$ cat config.mk
export PLATFORM = sky130hd
export DESIGN_NAME = usb_rx_bit_timer
export DESIGN_NICKNAME = d
export VERILOG_FILES = /design/src/rtl/usb_rx_bit_timer.sv
export SDC_FILE = /design/constraint.sdc
export NUM_CORES = 1
export LEC_CHECK = 0
export ABC_CLOCK_PERIOD_IN_PS = 2550
export CORE_UTILIZATION = 45
export CTS_BUF_LIST = sky130_fd_sc_hd__clkbuf_8
export DETAILED_ROUTE_END_ITERATION = 16
export PLACE_DENSITY_LB_ADDON = 0.05
export SYNTH_ARGS = -nofsm -noshare
export SYNTH_HDL_FRONTEND = slang
export SYNTH_SLANG_ARGS = --single-unit
$ cat constraint.sdc
create_clock -name clk -period 2.55 [get_ports clk]
set_input_delay 0.765 -clock clk [delete_from_list [all_inputs] [get_ports clk]]
set_output_delay 0.765 -clock clk [all_outputs]
set_load 0.02 [all_outputs]
$ cat src/rtl/usb_rx_bit_timer.sv
// USB receive bit timer: recovers bit timing from the bus edge strobe,
// classifies NRZI bits, removes stuffed bits and issues shift/word strobes.
module usb_rx_bit_timer #(
    parameter int unsigned CLKS_PER_BIT = 8,
    parameter int unsigned SAMPLE_POINT = 3,
    parameter int unsigned WORD_BITS    = 8,
    parameter int unsigned STUFF_LEN    = 6
) (
    input  logic clk,
    input  logic n_rst,
    input  logic d_edge,
    input  logic receiving,
    output logic shift_enable,
    output logic byte_received,
    output logic stuff_skip,
    output logic stuff_error
);

    localparam int unsigned PHASE_W = (CLKS_PER_BIT > 1) ? $clog2(CLKS_PER_BIT) : 1;
    localparam int unsigned ONES_W  = (STUFF_LEN > 0) ? $clog2(STUFF_LEN + 1) : 1;
    localparam int unsigned CNT_W   = (WORD_BITS > 1) ? $clog2(WORD_BITS) : 1;

    logic [PHASE_W-1:0] phase, phase_n;
    logic               edge_seen, edge_seen_n;
    logic [ONES_W-1:0]  ones_run, ones_run_n;
    logic [CNT_W-1:0]   bit_cnt, bit_cnt_n;
    logic               shift_n, byte_n, skip_n, err_n;
    logic               sample;
    logic               bit_val;

    // Next-state and strobe decode for one bit period
    always_comb begin
        phase_n     = phase;
        edge_seen_n = edge_seen;
        ones_run_n  = ones_run;
        bit_cnt_n   = bit_cnt;
        shift_n     = 1'b0;
        byte_n      = 1'b0;
        skip_n      = 1'b0;
        err_n       = 1'b0;
        sample      = 1'b0;
        bit_val     = 1'b0;

        if (!receiving) begin
            // Idle bus: drop any partial timing or word progress
            phase_n     = '0;
            edge_seen_n = 1'b0;
            ones_run_n  = '0;
            bit_cnt_n   = '0;
        end else begin
            // An edge in the sample cycle wins: it is a resync, not a sample
            sample = (phase == PHASE_W'(SAMPLE_POINT)) && !d_edge;

            // The edge cycle counts as phase 0, so the following cycle is phase 1
            if (d_edge) begin
                phase_n = PHASE_W'(1);
            end else if (phase == PHASE_W'(CLKS_PER_BIT - 1)) begin
                phase_n = '0;
            end else begin
                phase_n = phase + PHASE_W'(1);
            end

            if (d_edge) begin
                edge_seen_n = 1'b1;
            end else if (sample) begin
                edge_seen_n = 1'b0;
            end

            if (sample) begin
                // NRZI: a transition in the bit period encodes 0
                bit_val = !edge_seen;
                if (ones_run == ONES_W'(STUFF_LEN)) begin
                    ones_run_n = '0;
                    if (bit_val) begin
                        err_n = 1'b1;
                    end else begin
                        skip_n = 1'b1;
                    end
                end else begin
                    shift_n    = 1'b1;
                    ones_run_n = bit_val ? (ones_run + ONES_W'(1)) : '0;
                    if (bit_cnt == CNT_W'(WORD_BITS - 1)) begin
                        byte_n    = 1'b1;
                        bit_cnt_n = '0;
                    end else begin
                        bit_cnt_n = bit_cnt + CNT_W'(1);
                    end
                end
            end
        end
    end

    // Timing state and registered strobes
    always_ff @(posedge clk or negedge n_rst) begin
        if (!n_rst) begin
            phase         <= '0;
            edge_seen     <= 1'b0;
            ones_run      <= '0;
            bit_cnt       <= '0;
            shift_enable  <= 1'b0;
            byte_received <= 1'b0;
            stuff_skip    <= 1'b0;
            stuff_error   <= 1'b0;
        end else begin
            phase         <= phase_n;
            edge_seen     <= edge_seen_n;
            ones_run      <= ones_run_n;
            bit_cnt       <= bit_cnt_n;
            shift_enable  <= shift_n;
            byte_received <= byte_n;
            stuff_skip    <= skip_n;
            stuff_error   <= err_n;
        end
    end

endmodule
### Yosys cells after proc, flatten, opt, wreduce, memory -nomap -nowiden

Cells that the tools add are included.

* flip-flop bits (word level): 14

* reduce and logical (&&, ||, !) cells: 3
* muxes and demuxes: 29
* equality and inequality tests: 7
* add/subtract/negate cells: 3

Operators with widths (number)
* $mux W3: 11
* $mux W1: 18
* $add A3 B1 Y3 const B: 3
* $eq A3 B3 Y1 const B: 3
* $eq A3 B2 Y1 const B: 1
* $ne A3 B2 Y1 const B: 1
* $ne A2 B1 Y1 const B: 1
* $ne A2 B2 Y1 const B: 1
* $reduce_and A2 Y1: 1
* $logic_and A1 B1 Y1: 1
* $logic_not A1 Y1: 1

### Depth between registers and ports, before layout

Gate-level depths: netlist (run 1).

* word-level depth: 5
* mapped depth: 5
* gate-level depth less buffers: 5

### Worst setup path after synthesis (run 1)

No wires, ideal clock.

* kind: input to register
* start point: input port d_edge
* end point: register ones_run[1]
* setup slack: 987 ps
* arrival: 1485 ps
* stages: 3
* required time: 2472 ps
* path buffers: 0
* setup time: 78 ps
* path through: nand2b_2 > or4_1 > a21boi_1

* longest elaborated chain between the ends: 3

Ends and longest elaborated chain
* start: declaration: line 11 `input logic d_edge,`
* $logic_not A1 Y1: line 52 `sample = (phase == PHASE_W'(SAMPLE_POINT)) && !d_edge;`
* $logic_and A1 B1 Y1: line 52
* $ne A2 B1 Y1 (no source line)
* end signal: assignment: line 107 `ones_run <= ones_run_n;`
* end: declaration: line 25 `logic [ONES_W-1:0] ones_run, ones_run_n;`

Every way passes these cells.
A chain may end at the register's enable or synchronous reset.

### Worst setup path in the final report (run 1)

* start point: register shift_enable
* end point: output port shift_enable

RTL lines
* start: declaration: line 13 `output logic shift_enable,`
* start signal: assignment: line 109 `shift_enable <= shift_n;`

No word-level cell between the ends.

==> flow_summary.ini, run 1 <==
[timing]
setup_viol = 0
worstMarginPinSlew_ps = 646
relSlewSlack_pct = 56.8
rsz0062_at_grt = false
min_period_ps = 1930
max_freq_ghz = 0.519
final.setup.tns_ps = 0
period_share_pct = 75.6
hold_viol_final = 0
skew_ps = 6.30
finalMaxSlewViolations = 0

[floorplan]
core_area_um2 = 1350
row_count = 13
start_util_pct = 49.7
die_h_um = 40.6
die_w_um = 40.6
num_io_pins = 8
die_area_um2 = 1650

[hold_path]
hold_start = edge_seen
hold_path.class = reg -> reg

[clock_tree]
ctsRootBufferMaster = clkbuf_8
ctsHtreeMaxLevel = 1
cts_max_path_buffers = 2
cts_made_buffers = 3
tritoncts = done
hold_buffers = 0
clk_latency_ps = 240
clkTransAtPathRegs_ps = 60
cts.sinks = 14
cts-resized-gates = 0
postCtsSetupBuffers = 0

[yosys]
async_reset_ff_share_pct = 100
synth_cell_types = 21
ys_ff_latch = 14
synthAdderAreaFrac_pct = 13.1
syn_area_um2 = 671
yosysMostFrequentCell = dfrtp_1
synthMuxAreaShare_pct = 0
synth_top_cell_by_area = dfrtp_1
synth-xor-area-share_pct = 0
synth-main-ff-cell = dfrtp_1
yosysTopAreaCellShare_pct = 52.2
syn_nets = 72
yosys.area_share.simple_pct = 20.5
synth-edff-count = 0
synth_compound_area_share_pct = 11.9
ys_warn_count = 0
synth_top_family_by_area = simple AND/OR/NAND/NOR gates
syn_avg_cell_area_um2 = 11.0
synth_common_cells = dfrtp_1 (14), ha_1 (7), nor2_1 (5)
synth.yosys.seq_area_share_pct = 52.2
synthTopCellsByArea = dfrtp_1 (52%), ha_1 (13%), a21boi_0 (4.5%), nand3_1 (3.0%), nor2_1 (2.8%)
syn-instance-count = 61

[route]
drc = 0
num_vias = 440
vias_per_cell = 5.12
wl_per_cell_um = 12.7
wl_um = 1090
ant_nets = 0
firstDrtPassIters = 4
drtIter0Drc = 5

[cells_and_area]
n_antenna_cell = 0
final_area_um2 = 811
syn_to_final_growth_pct = 20.9
layout-drive-gt1-share_pct = 8.45
nets = 83

[power]
ir_drop_mv = 0.369
internal_power_mw = 0.374
swShare_pct = 20.2
pwr-share-seq_pct = 48.9
cellPowerDensity_nw_per_um2 = 578
p_comb_share_pct = 5.2
clkPwrFrac_pct = 45.9
p_leak_nw = 0.383
p_sw_mw = 0.0947

[placement]
dpl-instance-area_um2 = 756
io_buffers = 7
globalplace.congestion = 0.829
post-dp-hpwl_um = 757

[worst_setup_path]
startpoint = shift_enable
path_buf_inv = 1
crit_path_start_kind = flop
crit_family = buffers and inverters
end_kind = primary output
crit_required_ps = 1790
slowest_delay_ps = 590
crit_slowest_cell = clkdlybuf4s50_1
crit_arrival_ps = 1160
critical_path_class = reg -> out
r2r_start = ones_run[0]
path_cells = clkdlybuf4s50_1
path_max_fanout = 1

[global_routing]
overflow = 0
grt_max_degree = 15
grt_pass1_wl_um = 1980
grt_use_total_pct = 18.8
first_global_vias = 437
antenna_found_initial = 0

[run]
timing.max_cap.violations = 0

[run_status]
status = finished, final reports clean
power by group through the flow:
stage                     clock, mW  combinational [mW]  sequential (mW)
after global routing          0.227              0.0280            0.230
after detailed placement          0              0.0250            0.233
final                         0.215              0.0244            0.229
after CTS                     0.220              0.0253            0.229
after global placement            0              0.0247            0.233
after floorplan                   0              0.0125            0.232
final timing paths:
check | endpoint | slack, ps | cells past startpoint
setup / recovery | shift_enable | 620 | 1
hold reg to reg | stuff_error | 520 | 1
min in group asynchronous | bit_cnt[0] | 920 | 1
max in group asynchronous | edge_seen | 1210 | 1
setup reg to reg | ones_run[1] | 1000 | 5
hold / removal | stuff_error | 520 | 1
state kept, by name (all words and copies together), names as in the netlist:
signal,cells
byte_received,1
stuff_error,1
ones_run,3
phase,3
edge_seen,1
stuff_skip,1
bit_cnt,3
shift_enable,1
cells by family (layout without fill, tap and decap cells):
group / after synthesis / in the layout
AND/OR/NAND/NOR: 24 / 24
flip-flops: 14 / 14
AO/OA/AOI/OAI: 12 / 12
adder cells (fa/ha/maj): 7 / 7
buffers and inverters: 4 / 14
cell type report:
class                      count  area, um2
tap                           15       18.8
sequential                    14        350
clock buffer                   4       55.1
inverter                       3       11.3
multi-input combinational     43        305
timing repair buffer           7       70.1
fill                         114        539
per-stage QoR:
stage | std cells | worst slack (ps) | hold WS [ps] | power, mW | util (%)
final | 86 | 623 | 520 | 0.469 | 60.1
after global routing | 86 | 556 | 569 | 0.485 | 60.1
after CTS | 86 | 613 | 517 | 0.474 | 60.1
after detailed placement | 82 | 423 | 509 | 0.258 | 56.0
after global placement | 82 | 455 | 504 | 0.258 | 56.0
after floorplan | 61 | 987 | 458 | 0.245 | -
cell usage in the layout, fill, tap and decap left out:
cell type,Yosys,final
dfrtp_1,14,14
ha_1,7,7
clkdlybuf4s50_1,0,7
nor2_1,5,5
nand3_1,4,4
a21boi_0,4,4
clkbuf_8,0,4
inv_1,3,3
nand2_1,3,3
o21ai_0,3,3
and2b_1,2,2
and2_1,2,2
o21a_1,2,2
or4_1,2,2
a21boi_1,2,2
nor2b_1,1,1
and2_4,1,1
and3_1,1,1
nand2b_2,1,1
nor4b_1,1,1
a21oi_1,1,1
nand4_1,1,1
metal layers:
metal,vias up,global-route usage [%],wire [um]
met5,-,0,0
met4,0,10.0,12
met3,2,5.00,31
met2,9,24.2,424
met1,199,28.1,625
li1,230,-,-
No activity file was read; power rests on OpenSTA's default activity.
==> run 2, diff against run 1 <==
--- a/config.mk
+++ b/config.mk
@@ -5,7 +5,7 @@
 export SDC_FILE = /design/constraint.sdc
 export NUM_CORES = 1
 export LEC_CHECK = 0
-export ABC_CLOCK_PERIOD_IN_PS = 2550
+export ABC_CLOCK_PERIOD_IN_PS = 1600
 export CORE_UTILIZATION = 45
 export CTS_BUF_LIST = sky130_fd_sc_hd__clkbuf_8
 export DETAILED_ROUTE_END_ITERATION = 16
==> constraint.sdc (replaced) <==
create_clock -name clk -period 1.6 [get_ports clk]
set_input_delay 0.48 -clock clk [delete_from_list [all_inputs] [get_ports clk]]
set_output_delay 0.48 -clock clk [all_outputs]
set_load 0.02 [all_outputs]
==> run 2 against run 1 <==
Compared with the run above: register-to-register slack lost 910 ps; largest power group unchanged; highest routed layer unchanged; clock-buffer cell count is 1 lower; combinational power rose by 100%; wire length grew 6.1%; critical endpoint is now ones_run[1].
==> flow_summary.ini, run 2 (synthesis gave the netlist of run 1 again) <==
[worst_setup_path]
r2r_slack_ps = 90
path_cells = clkdlybuf4s50_1, nand2b_2, or4_1, a21boi_1
crit_slowest_cell = clkdlybuf4s50_1
crit_path_start_kind = input pin
slowest_delay_ps = 430
crit_arrival_ps = 1690
r2r-end = bit_cnt[0]
end_kind = flop
ff2ff_path_depth = 4
crit_required_ps = 1760
critical_path_class = in -> reg
path_max_fanout = 4
r2r_start = bit_cnt[0]

[cells_and_area]
final_util_pct = 62.7
nets = 90
layout-drive-gt1-share_pct = 16.9
final_common_cell = dfrtp_1
n_antenna_cell = 0
syn_to_final_growth_pct = 26.3
layout_common_cells = dfrtp_1 (14), buf_4 (7), ha_1 (6)
largestRegisters = bit_cnt x3, ones_run x3, phase x3
final_area_um2 = 847
finalNonFillerCells = 92

[route]
firstDrtPassIters = 3
num_vias = 485
wl_per_cell_um = 12.6
wl_um = 1160
ant_nets = 0
drc = 0
drtIter0Drc = 11
vias_per_cell = 5.27

[hold_path]
holdPathStages = 1
hold_start = edge_seen
whs_endpoint = stuff_error
hold_path.class = reg -> reg

[placement]
globalplace.congestion = 0.807
dpl-instance-area_um2 = 808
io_buffers = 7
post-dp-hpwl_um = 901
place_ws_ps = -172
dp_cells = 89

[global_routing]
grt_max_degree = 15
antenna_found_initial = 0
grt_use_total_pct = 18.8
overflow = 0
first_global_vias = 466
grt_pass1_wl_um = 1950

[floorplan]
start_util_pct = 49.7
die_h_um = 40.6
die_w_um = 40.6
core_area_um2 = 1350
num_io_pins = 8
die_area_um2 = 1650
row_count = 13

[clock_tree]
cts.sinks = 14
clkTransAtPathRegs_ps = 50
ctsRootBufferMaster = clkbuf_8
cts_max_path_buffers = 2
cts_made_buffers = 3
clk_latency_ps = 240
tritoncts = done
ctsHtreeMaxLevel = 1

[power]
p_leak_nw = 0.427
finalPower_mw = 0.695
cellPowerDensity_nw_per_um2 = 821
ir_drop_mv = 0.536

[timing]
min_period_ps = 1520
max_freq_ghz = 0.658
setup_viol = 0
period_share_pct = 95.0
skew_ps = 3.01
relSlewSlack_pct = 83.1
rsz0062_at_grt = false
hold_viol_final = 0
finalMaxSlewViolations = 0
fin_ws_ps = 79.7
worstMarginPinSlew_ps = 251
final.setup.tns_ps = 0
hold_slack_ps = 517

[run_status]
status = finished, final reports clean

[run]
timing.max_cap.violations = 0
run 2: cell types whose count changed in the layout (fill, tap and decap cells not counted):
cell             before  now
buf_4                 0    7
clkbuf_8              4    3
clkdlybuf4s50_1       7    3
dlygate4sd2_1         0    4
ha_1                  7    6
ha_2                  0    1
run 2: final cells by class:
cell class	instances	area (um2)
Fill cell	131	503
Sequential cell	14	350
Multi-Input combinational cell	43	308
Timing Repair Buffer	14	118
Clock buffer	3	41.3
Tap cell	15	18.8
Inverter	3	11.3
run 2: where the power goes:
group          switching, mW  internal, mW
Combinational         0.0229        0.0266
Sequential           0.00468         0.361
Clock                  0.114         0.166
run 2: layer usage:
metal | GRT usage [%] | share of wire, % | up-vias
li1 | - | - | 244
met1 | 23.6 | 49 | 228
met2 | 28.2 | 46 | 11
met3 | 5.00 | 3.6 | 2
met4 | 11.7 | 1.4 | 0
met5 | 0 | 0 | -
run 2: timing repair:
action / 4_1_cts / 5_1_grt
setup buffers: 0 / 0
hold buffers: 0 / 0
endpoints found under the hold margin: 0 / 0
resized for setup: 4 / 1
setup endpoints to repair: 4 / 1
run 2: critical path, delay by kind of cell:
family,cells,cell delay (ps)
AND/OR/NAND/NOR,2,620
buffers and inverters,1,430
AO/OA/AOI/OAI,1,150
run 2: worst max path at each step:
| stage | from | end | slack [ps] | cells after the start |
|---|---|---|---|---|
| after floorplan | ones_run[0] | ones_run[1] | 170 | 5 |
| after global placement | d_edge | ones_run[1] | -140 | 4 |
| after detailed placement | d_edge | ones_run[1] | -170 | 4 |
| after CTS | ones_run[0] | ones_run[1] | 60 | 5 |
| after global routing | phase[0] | ones_run[1] | 0.9 | 5 |
| final | d_edge | ones_run[1] | 80 | 4 |
